$ cat config.mk
export PLATFORM = sky130hd
export DESIGN_NAME = pl_eth_tx_framer
export DESIGN_NICKNAME = d
export VERILOG_FILES = /design/src/rtl/pl_eth_pkg.sv /design/src/rtl/pl_crc32_d8.sv /design/src/rtl/pl_eth_tx_framer.sv
export SDC_FILE = /design/constraint.sdc
export NUM_CORES = 1
export LEC_CHECK = 0
export CORE_ASPECT_RATIO = 0.9
export CORE_MARGIN = 2
export CORE_UTILIZATION = 50
export DETAILED_ROUTE_END_ITERATION = 8
export PLACE_DENSITY = 0.77
export SLEW_MARGIN = 30
export SYNTH_ARGS = -nofsm -noshare
export SYNTH_HDL_FRONTEND = slang
export SYNTH_SLANG_ARGS = --single-unit
export TNS_END_PERCENT = 5
$ cat constraint.sdc
create_clock -name clk -period 4.9 [get_ports clk]
set_input_delay 0.98 -clock clk [delete_from_list [all_inputs] [get_ports clk]]
set_output_delay 0.98 -clock clk [all_outputs]
set_load 0.02 [all_outputs]
$ cat src/rtl/pl_eth_pkg.sv
// pl_eth_pkg: constants and state encoding shared by the PL Ethernet TX framer
// and the RX FCS checker.
//   CRC32_*           : IEEE 802.3 CRC-32, reflected form
//   ETH_*             : minimum frame length, preamble/SFD bytes
//   framer_state_e    : TX framer states
// Macro PL_ETH_PREAMBLE_EN adds the S_PRE state (preamble + SFD generation).
package pl_eth_pkg;

  localparam logic [31:0] CRC32_POLY_REFL = 32'hEDB88320;
  localparam logic [31:0] CRC32_INIT      = 32'hFFFFFFFF;
  localparam logic [31:0] CRC32_XOROUT    = 32'hFFFFFFFF;

  localparam int          ETH_MIN_LEN       = 60;
  localparam logic [7:0]  ETH_PREAMBLE_BYTE = 8'h55;
  localparam logic [7:0]  ETH_SFD_BYTE      = 8'hD5;
  localparam int          ETH_PREAMBLE_LEN  = 7;

  typedef enum logic [2:0] {
    S_IDLE = 3'd0,
`ifdef PL_ETH_PREAMBLE_EN
    S_PRE  = 3'd1,
`endif
    S_DATA = 3'd2,
    S_PAD  = 3'd3,
    S_FCS  = 3'd4,
    S_IFG  = 3'd5
  } framer_state_e;

endpackage

$ cat src/rtl/pl_crc32_d8.sv
// pl_crc32_d8: combinational one-byte CRC-32 step (reflected poly, LSB first).
//   crc_i  [31:0] in  : running CRC register
//   data_i [7:0]  in  : byte to absorb
//   crc_o  [31:0] out : CRC register after absorbing data_i
module pl_crc32_d8
  import pl_eth_pkg::*;
(
  input  logic [31:0] crc_i,
  input  logic [7:0]  data_i,
  output logic [31:0] crc_o
);

  logic [31:0] c;

  always_comb begin
    c = crc_i ^ {24'h0, data_i};
    for (int i = 0; i < 8; i++) begin
      c = c[0] ? ((c >> 1) ^ CRC32_POLY_REFL) : (c >> 1);
    end
    crc_o = c;
  end

endmodule

$ cat src/rtl/pl_eth_tx_framer.sv
// pl_eth_tx_framer: Ethernet TX framing stage. Pads short frames with zeros to
// MIN_LEN bytes, appends the CRC-32 FCS (LSB byte first), then holds off for
// IFG_CYCLES idle cycles. Counts completed frames.
//   clk, rst (async, active-high)
//   s_axis_tdata/tvalid/tready/tlast : 8-bit frame input, no FCS
//   m_axis_tdata/tvalid/tready/tlast : 8-bit framed output, tlast on last FCS byte
//   tx_busy   : first input acceptance through end of IFG
//   frame_cnt : frames whose final FCS byte was handshaken (wraps)
// Macro PL_ETH_PREAMBLE_EN: emit 7x 8'h55 + 8'hD5 before each frame (not part
// of CRC, byte count or MIN_LEN).
//
// state  | meaning
// S_IDLE | waiting for s_axis_tvalid, nothing consumed
// S_PRE  | preamble/SFD emission (PL_ETH_PREAMBLE_EN only)
// S_DATA | forwarding input bytes
// S_PAD  | emitting zero pad up to MIN_LEN
// S_FCS  | emitting 4 FCS bytes, then waiting for the last one's handshake
// S_IFG  | inter-frame gap down-count
module pl_eth_tx_framer
  import pl_eth_pkg::*;
#(
  parameter int MIN_LEN    = ETH_MIN_LEN,
  parameter int IFG_CYCLES = 12
) (
  input  logic        clk,
  input  logic        rst,
  input  logic [7:0]  s_axis_tdata,
  input  logic        s_axis_tvalid,
  output logic        s_axis_tready,
  input  logic        s_axis_tlast,
  output logic [7:0]  m_axis_tdata,
  output logic        m_axis_tvalid,
  input  logic        m_axis_tready,
  output logic        m_axis_tlast,
  output logic        tx_busy,
  output logic [31:0] frame_cnt
);

  localparam int CW = (MIN_LEN > 0) ? $clog2(MIN_LEN + 1) : 1;
  localparam int IW = (IFG_CYCLES > 0) ? $clog2(IFG_CYCLES + 1) : 1;
  localparam logic [CW-1:0] MIN_LEN_C = CW'(MIN_LEN);
  localparam logic [CW-1:0] PAD_LAST  = CW'((MIN_LEN > 0) ? MIN_LEN - 1 : 0);
  localparam logic [IW-1:0] IFG_LOAD  = IW'((IFG_CYCLES > 0) ? IFG_CYCLES - 1 : 0);

  framer_state_e state_q, state_d;
  logic [7:0]    m_tdata_q, m_tdata_d;
  logic          m_tvalid_q, m_tvalid_d;
  logic          m_tlast_q, m_tlast_d;
  logic [31:0]   crc_q, crc_d;
  logic [CW-1:0] cnt_q, cnt_d;
  logic [2:0]    fcs_idx_q, fcs_idx_d;   // 0..3 next FCS byte, 4 = all loaded
  logic [IW-1:0] ifg_q, ifg_d;
  logic          busy_q, busy_d;
  logic [31:0]   frame_cnt_q, frame_cnt_d;
`ifdef PL_ETH_PREAMBLE_EN
  logic [2:0]    pre_idx_q, pre_idx_d;
`endif

  logic        out_free;
  logic        s_fire;
  logic [7:0]  crc_data;
  logic [31:0] crc_next;
  logic [31:0] fcs_w;
  logic [7:0]  fcs_byte;

  // Output register can take a new byte when empty or being drained this cycle.
  assign out_free      = !m_tvalid_q || m_axis_tready;
  assign s_axis_tready = (state_q == S_DATA) && out_free;
  assign s_fire        = s_axis_tready && s_axis_tvalid;
  assign crc_data      = (state_q == S_DATA) ? s_axis_tdata : 8'h00;
  assign fcs_w         = crc_q ^ CRC32_XOROUT;

  always_comb begin
    case (fcs_idx_q[1:0])
      2'd0:    fcs_byte = fcs_w[7:0];
      2'd1:    fcs_byte = fcs_w[15:8];
      2'd2:    fcs_byte = fcs_w[23:16];
      default: fcs_byte = fcs_w[31:24];
    endcase
  end

  pl_crc32_d8 u_crc (
    .crc_i  (crc_q),
    .data_i (crc_data),
    .crc_o  (crc_next)
  );

  always_comb begin
    state_d     = state_q;
    m_tdata_d   = m_tdata_q;
    m_tvalid_d  = m_tvalid_q;
    m_tlast_d   = m_tlast_q;
    crc_d       = crc_q;
    cnt_d       = cnt_q;
    fcs_idx_d   = fcs_idx_q;
    ifg_d       = ifg_q;
    busy_d      = busy_q;
    frame_cnt_d = frame_cnt_q;
`ifdef PL_ETH_PREAMBLE_EN
    pre_idx_d   = pre_idx_q;
`endif

    // Drained (or already empty) output register goes idle unless reloaded below.
    if (out_free) begin
      m_tvalid_d = 1'b0;
      m_tlast_d  = 1'b0;
    end

    case (state_q)
      S_IDLE: begin
        if (s_axis_tvalid) begin
`ifdef PL_ETH_PREAMBLE_EN
          state_d   = S_PRE;
          pre_idx_d = 3'd0;
`else
          state_d   = S_DATA;
`endif
        end
      end
`ifdef PL_ETH_PREAMBLE_EN
      S_PRE: begin
        if (out_free) begin
          m_tvalid_d = 1'b1;
          if (pre_idx_q == 3'(ETH_PREAMBLE_LEN)) begin
            m_tdata_d = ETH_SFD_BYTE;
            state_d   = S_DATA;
          end else begin
            m_tdata_d = ETH_PREAMBLE_BYTE;
            pre_idx_d = pre_idx_q + 3'd1;
          end
        end
      end
`endif
      S_DATA: begin
        if (s_fire) begin
          m_tdata_d  = s_axis_tdata;
          m_tvalid_d = 1'b1;
          crc_d      = crc_next;
          busy_d     = 1'b1;
          if (cnt_q != MIN_LEN_C) cnt_d = cnt_q + 1'b1;
          if (s_axis_tlast) begin
            fcs_idx_d = 3'd0;
            if ((CW+1)'(cnt_q) + (CW+1)'(1) < (CW+1)'(MIN_LEN)) state_d = S_PAD;
            else                                                  state_d = S_FCS;
          end
        end
      end
      S_PAD: begin
        if (out_free) begin
          m_tdata_d  = 8'h00;
          m_tvalid_d = 1'b1;
          crc_d      = crc_next;
          cnt_d      = cnt_q + 1'b1;
          if (cnt_q == PAD_LAST) state_d = S_FCS;
        end
      end
      S_FCS: begin
        if (fcs_idx_q != 3'd4) begin
          if (out_free) begin
            m_tdata_d  = fcs_byte;
            m_tvalid_d = 1'b1;
            m_tlast_d  = (fcs_idx_q == 3'd3);
            fcs_idx_d  = fcs_idx_q + 3'd1;
          end
        end else if (m_tvalid_q && m_tlast_q && m_axis_tready) begin
          frame_cnt_d = frame_cnt_q + 32'd1;
          crc_d       = CRC32_INIT;
          cnt_d       = '0;
          if (IFG_CYCLES == 0) begin
            state_d = S_IDLE;
            busy_d  = 1'b0;
          end else begin
            state_d = S_IFG;
            ifg_d   = IFG_LOAD;
          end
        end
      end
      S_IFG: begin
        if (ifg_q == '0) begin
          state_d = S_IDLE;
          busy_d  = 1'b0;
        end else begin
          ifg_d = ifg_q - 1'b1;
        end
      end
      default: state_d = S_IDLE;
    endcase
  end

  always_ff @(posedge clk or posedge rst) begin
    if (rst) begin
      state_q     <= S_IDLE;
      m_tdata_q   <= 8'h00;
      m_tvalid_q  <= 1'b0;
      m_tlast_q   <= 1'b0;
      crc_q       <= CRC32_INIT;
      cnt_q       <= '0;
      fcs_idx_q   <= 3'd0;
      ifg_q       <= '0;
      busy_q      <= 1'b0;
      frame_cnt_q <= 32'd0;
`ifdef PL_ETH_PREAMBLE_EN
      pre_idx_q   <= 3'd0;
`endif
    end else begin
      state_q     <= state_d;
      m_tdata_q   <= m_tdata_d;
      m_tvalid_q  <= m_tvalid_d;
      m_tlast_q   <= m_tlast_d;
      crc_q       <= crc_d;
      cnt_q       <= cnt_d;
      fcs_idx_q   <= fcs_idx_d;
      ifg_q       <= ifg_d;
      busy_q      <= busy_d;
      frame_cnt_q <= frame_cnt_d;
`ifdef PL_ETH_PREAMBLE_EN
      pre_idx_q   <= pre_idx_d;
`endif
    end
  end

  assign m_axis_tdata  = m_tdata_q;
  assign m_axis_tvalid = m_tvalid_q;
  assign m_axis_tlast  = m_tlast_q;
  assign tx_busy       = busy_q;
  assign frame_cnt     = frame_cnt_q;

endmodule

# After elaboration in Yosys (flattened, before gate mapping)
# Index checks and enable logic that the tools add are counted.
[totals] register_bits=91 inputBits=13 output_inout_bits=44 wordCells=127
[op_classes] addsub=5 n_lt_le_gt_ge=1 eq_ne=22 mux=57 bitwise_logic=11 n_reduce_logical=21
[op_table] operator="32-bit 2-to-1 mux" count=12
[op_table] operator="13-bit NOT with 14-bit output" count=8
[op_table] operator="32-bit case mux with 3 select lines" count=1
[op_table] operator="8-bit case mux with 3 select lines" count=2
[op_table] operator="8-bit 2-to-1 mux" count=5
[op_table] operator="3-bit 2-to-1 mux" count=13
[op_table] operator="32-bit by 1-bit adder with 32-bit output, second input constant" count=1
[op_table] operator="32-bit NOT" count=1
[op_table] operator="32-bit by 8-bit XOR with 32-bit output" count=1
[op_table] operator="6-bit 2-to-1 mux" count=5
[op_table] operator="2-bit inequality test, second input constant" count=11
[op_table] operator="6-bit case mux with 3 select lines" count=1
[op_table] operator="3-bit case mux with 5 select lines" count=1
[op_table] operator="5-bit AND reduction" count=3
[op_table] operator="4-bit 2-to-1 mux" count=3
[op_table] operator="1-bit 2-to-1 mux" count=10
[op_table] operator="3-bit by 2-bit == test with 1-bit output, second input constant" count=3
[op_table] operator="4-bit case mux with 2 select lines" count=1
[op_table] operator="8-bit AND reduction" count=1
[op_table] operator="6-bit by 1-bit adder with 7-bit output, second input constant" count=1
[op_table] operator="7-bit by 6-bit < comparator with 1-bit output, second input constant" count=1
[op_table] operator="6-bit by 1-bit adder with 6-bit output, second input constant" count=1
[op_table] operator="3-bit == test, second input constant" count=2
[op_table] operator="6-bit == test, second input constant" count=1
[op_table] operator="22 further kinds" count=28

# Longest topological paths before layout
[depth] depth_word=21 ltp_mapped=10 depth_no_buf=8

# By module
# From an unflattened synthesis, not the netlist that was laid out.
[hier_totals] hier_cells=522 hier_area_um2=5278.8
[modules_own_cells] module="pl_eth_tx_framer" instances=1 cells_each=451 area_per_inst_um2=4489.3 seq_area_each_um2=2317.2
[modules_own_cells] module="pl_crc32_d8" instances=1 cells_each=71 area_per_inst_um2=789.5 seq_area_each_um2=0.0

# Worst setup path after synthesis
# Ideal clock, no wire load.
[synth_timing] kind="input-to-reg" from="in s_axis_tdata[0]" to="reg crc_q[19]" setup_time_ns=0.073 t_arrival_ns=2.527 required_ns=4.827 path_slack_ns=2.300 stages=7 path_buffers=1 cell_sequence="clkbuf_1 > xor2_1 > nand2_2 > xnor2_4 > xnor3_1 > xnor2_1 > a21oi_1"
[synth_via] elab_chain_len=17 elab_cells_between_ends=18 classes_between="12 x mux; 6 x bitwise"
[synth_rtl] element="start, declared" line="pl_eth_tx_framer.sv:27" source="input logic [7:0] s_axis_tdata,"
[synth_rtl] element="8-bit 2-to-1 mux *" line="pl_eth_tx_framer.sv:70" source="assign crc_data = (state_q == S_DATA) ? s_axis_tdata : 8'h00;"
[synth_rtl] element="32-bit by 8-bit XOR with 32-bit output *" line="pl_crc32_d8.sv:16" source="c = crc_i ^ {24'h0, data_i};"
[synth_rtl] element="32-bit 2-to-1 mux * (2 in series)" line="pl_crc32_d8.sv:18" source="c = c[0] ? ((c >> 1) ^ CRC32_POLY_REFL) : (c >> 1);"
[synth_rtl] element="13-bit NOT with 14-bit output (no line)"
[synth_rtl] element="32-bit 2-to-1 mux *" line="pl_crc32_d8.sv:18"
[synth_rtl] element="13-bit NOT with 14-bit output (no line)"
[synth_rtl] element="32-bit 2-to-1 mux * (2 in series)" line="pl_crc32_d8.sv:18"
[synth_rtl] element="13-bit NOT with 14-bit output (no line)"
[synth_rtl] element="32-bit 2-to-1 mux *" line="pl_crc32_d8.sv:18"
[synth_rtl] element="13-bit NOT with 14-bit output (no line)"
[synth_rtl] element="32-bit 2-to-1 mux *" line="pl_crc32_d8.sv:18"
[synth_rtl] element="13-bit NOT with 14-bit output (no line)"
[synth_rtl] element="32-bit 2-to-1 mux *" line="pl_crc32_d8.sv:18"
[synth_rtl] element="32-bit 2-to-1 mux, on equally long branches" line="pl_eth_tx_framer.sv:149, pl_eth_tx_framer.sv:135"
[synth_rtl] element="32-bit case mux with 3 select lines *" line="pl_eth_tx_framer.sv:109" source="case (state_q)"
[synth_rtl] element="end signal, assigned" line="pl_eth_tx_framer.sv:210" source="crc_q <= crc_d;"
[synth_rtl] element="end, declared" line="pl_eth_tx_framer.sv:49" source="logic [31:0] crc_q, crc_d;"
# Mark *: on every way between the ends. The rest lies on a longest branch, timed or not. The select of a mux whose other input is x is not followed.
# A chain may end at the register's enable or synchronous reset.

# Worst setup path in the final report
[layout_timing] from="in m_axis_tready" to="out s_axis_tready"
[layout_via] elab_chain_len=2
[layout_rtl] element="start, declared" line="pl_eth_tx_framer.sv:33" source="input logic m_axis_tready,"
[layout_rtl] element="1-bit logical OR" line="pl_eth_tx_framer.sv:67" source="assign out_free = !m_tvalid_q || m_axis_tready;"
[layout_rtl] element="1-bit logical AND" line="pl_eth_tx_framer.sv:68" source="assign s_axis_tready = (state_q == S_DATA) && out_free;"
[layout_rtl] element="end, declared" line="pl_eth_tx_framer.sv:29" source="output logic s_axis_tready,"
# No other way between the ends.

==> metrics.txt <==
footprint of the multi-input gates 0.002859 mm2; Crit path max-delay family buffers and inverters; leakage power 2.598 nW; crit end category output pin; fillers 818; Initial Utilization 0.5171; hold wc startpoint frame_cnt[31]; row count 35; clk buf depth 2; Worst-path clk slew 0.07 ns; hold slack 0.4792 ns; P&R area growth vs syn 19.02%; HP Class flip-flop to flip-flop; All-Layer GR Usage 0.2244; Slew @ Worst Pin 0.8511 ns; RSZ-0062 raised after global routing false; Slew Viols, Final 0; CTS Buf Count 9; Max Cap Viol 0; Post-DP HPWL 8603 um; first-pass GRT wire length 20660 um; Ports 57; Max VDD drop 0.0006648 V; CP Class input pin to output pin; CTS tree built; layout cells sized above 1 0.1172; Buf/Inv on CP 2; drt drc 0; Clk Latency, worst-skew pair 0.35 ns; clock root cell clkbuf_16; First-pass DRT Iterations 4; synthesized instance count 552; Layout Nets 624; Post-Syn Area 0.005321 mm2; Fin Clk Skew 0.006681 ns; final wirelength 12390 um; post-layout util 0.6154; Req. time, crit path 3.92 ns; Post-Syn Nets 575; Tmin final 3.532 ns; Worst Path Max Fanout 7; pin count of the biggest net entering global routing 48; DIE WIDTH 112.7 um; CTS Sinks 91; Vias/cell 5.521; largest family of logic cells by synthesized area XOR/XNOR gates; crit path max-delay cell type clkdlybuf4s50_1; Yosys reg bits 91; initial antenna violation count 0; Max-slew headroom 0.4320; Final Non-Filler Cells 735; fmax 0.2831 GHz; core area 0.01029 mm2; startpoint types input pin; status complete, no violations; Cell variety after synth 51; Reg-to-Reg Start fcs_idx_q[0]; die area 0.01149 mm2; # diodes 0; ys async rst share 1.000; GRT Residual Overflow 0; via count of the first global-routing pass 4144; Cell Pwr Density 788.7 mW/mm2; Mean Syn Cell Area 9.640 um2; Tot Pwr 0.004995 W; Seq/Total Area, Yosys 0.4355; Yosys warnings 0; DRT iter0 DRCs 270; Post-CTS Setup Repair Bufs 0; CP Launch Point m_axis_tready; Routed Antenna Nets 0; crit path DAT 2.55 ns; setup_tns 0 ns; CTS H-Tree Depth 3; cts repair resizes 0; Post-synth EDFFs 0; DR vias 4058; Die Ht 101.9 um; final hold viol count 0; Max stage delay on crit path 0.57 ns; Final Cycle Share 0.7208; most frequent CP cell clkdlybuf4s50_1; Storage cell area 0.002317 mm2; xor/xnor share of the synthesized area 0.2269; simple logic cell fraction of the synthesized area 0.1679; Cells after DPL 719; Port Buffers 56; critical-path cell list clkdlybuf4s50_1, nor2b_1, nor3_1, clkdlybuf4s50_1; # hold bufs at CTS 0; Main synth FF type dfrtp_1; multiplexer area fraction after synthesis 0.002116; Synth Area in Compound Gates 0.1159; RePlAce Congestion 0.8634; # setup viols final 0; Post-Synth Adder-Cell Area 0.02351; Avg WL per Cell 16.85 um
-- synthesized netlist by cell type (8+ instances only) --
| cell type | instances | share of area |
|---|---|---|
| ha_1 | 10 | 0.024 |
| nor3_1 | 10 | 0.0094 |
| nand2b_1 | 8 | 0.0094 |
| xnor2_1 | 66 | 0.11 |
| a21oi_1 | 44 | 0.041 |
| nand4_1 | 9 | 0.011 |
| nand2_1 | 61 | 0.043 |
| nand3_1 | 13 | 0.012 |
| o21ai_0 | 23 | 0.022 |
| nor2_1 | 49 | 0.035 |
| clkbuf_1 | 18 | 0.013 |
| dfstp_2 | 32 | 0.16 |
| o22ai_1 | 9 | 0.011 |
| inv_1 | 15 | 0.011 |
| xor2_1 | 48 | 0.079 |
| dfrtp_1 | 59 | 0.28 |
| nor2b_1 | 13 | 0.015 |
-- placed cells by master (no fill, tap or decap), drive strengths merged, types with 16 or more instances in the layout --
| cell type | count |
|---|---|
| inv | 16 |
| dfrtp | 59 |
| a21oi | 44 |
| nor2 | 49 |
| dfstp | 32 |
| nand2 | 63 |
| xnor2 | 73 |
| o21ai | 23 |
| clkdlybuf4s50 | 56 |
| xor2 | 49 |
-- per-layer routing --
layer | vias up | global-route usage | share of wire
met1 | 1989 | 0.3031 | 0.45
met4 | 0 | 0.06660 | 0.013
li1 | 1955 | - | -
met2 | 96 | 0.3722 | 0.50
met3 | 18 | 0.04389 | 0.045
met5 | - | 0 | 0
-- flip-flops by register name, summed over array words and instances, names as in the netlist, named ones only --
| name | count |
|---|---|
| cnt_q | 6 |
| crc_q | 32 |
| fcs_idx_q | 3 |
| frame_cnt | 32 |
| ifg_q | 4 |
| m_axis_tdata | 8 |
| m_axis_tvalid | 1 |
| state_q | 3 |
| tx_busy | 1 |
-- worst reg2reg max path: cells and delay by family (launching register included) --
family / cells / cell delay (ns)
buffers and inverters: 2 / 0.44
adders and majority gates: 1 / 0.39
and+or+nand+nor: 4 / 1.09
DFF: 1 / 0.42
AOI/OAI and AO/OA: 2 / 0.57
-- layout make-up --
type / instances / area share
flip-flops and latches: 91 / 0.3659
multi-input cells: 424 / 0.4514
repair buffers: 60 / 0.09324
clock inverters: 7 / 0.01936
clock buffers: 9 / 0.03556
well taps: 129 / 0.02548
inverters: 15 / 0.009087
-- report_power, final --
| part | total, W | internal, W | switching [W] |
|---|---|---|---|
| clock network | 0.000809 | 0.000502 | 0.000306 |
| logic | 0.00283 | 0.00135 | 0.00148 |
| registers | 0.00136 | 0.00109 | 0.000272 |
-- cell families after synthesis --
kind of cell,Yosys count
adder cells (fa/ha/maj),10
multiplexers,1
buffers and inverters,37
XOR/XNOR,125
AND/OR/NAND/NOR,184
AO/OA/AOI/OAI,104
flip-flops,91
-- per-stage QoR --
| stage | setup slack (ns) | cell area, um2 |
|---|---|---|
| floorplan | 1.609 | 5321 |
| global route | 1.268 | 6334 |
| CTS | 1.383 | 6334 |
| finish | 1.368 | 6334 |
| detailed placement | 1.399 | 5986 |
| global placement | 1.430 | 5986 |
-- worst paths after layout --
| check | endpoint | slack, ns | cells past startpoint |
|---|---|---|---|
| min in group asynchronous | m_axis_tdata[4] | 1.09 | 2 |
| min | frame_cnt[31] | 0.48 | 1 |
| min reg2reg | frame_cnt[31] | 0.48 | 1 |
| max reg2reg | cnt_q[5] | 1.89 | 9 |
| max in group asynchronous | cnt_q[3] | 2.74 | 3 |
| max | s_axis_tready | 1.37 | 4 |
Power figures use the tool's default switching activity.
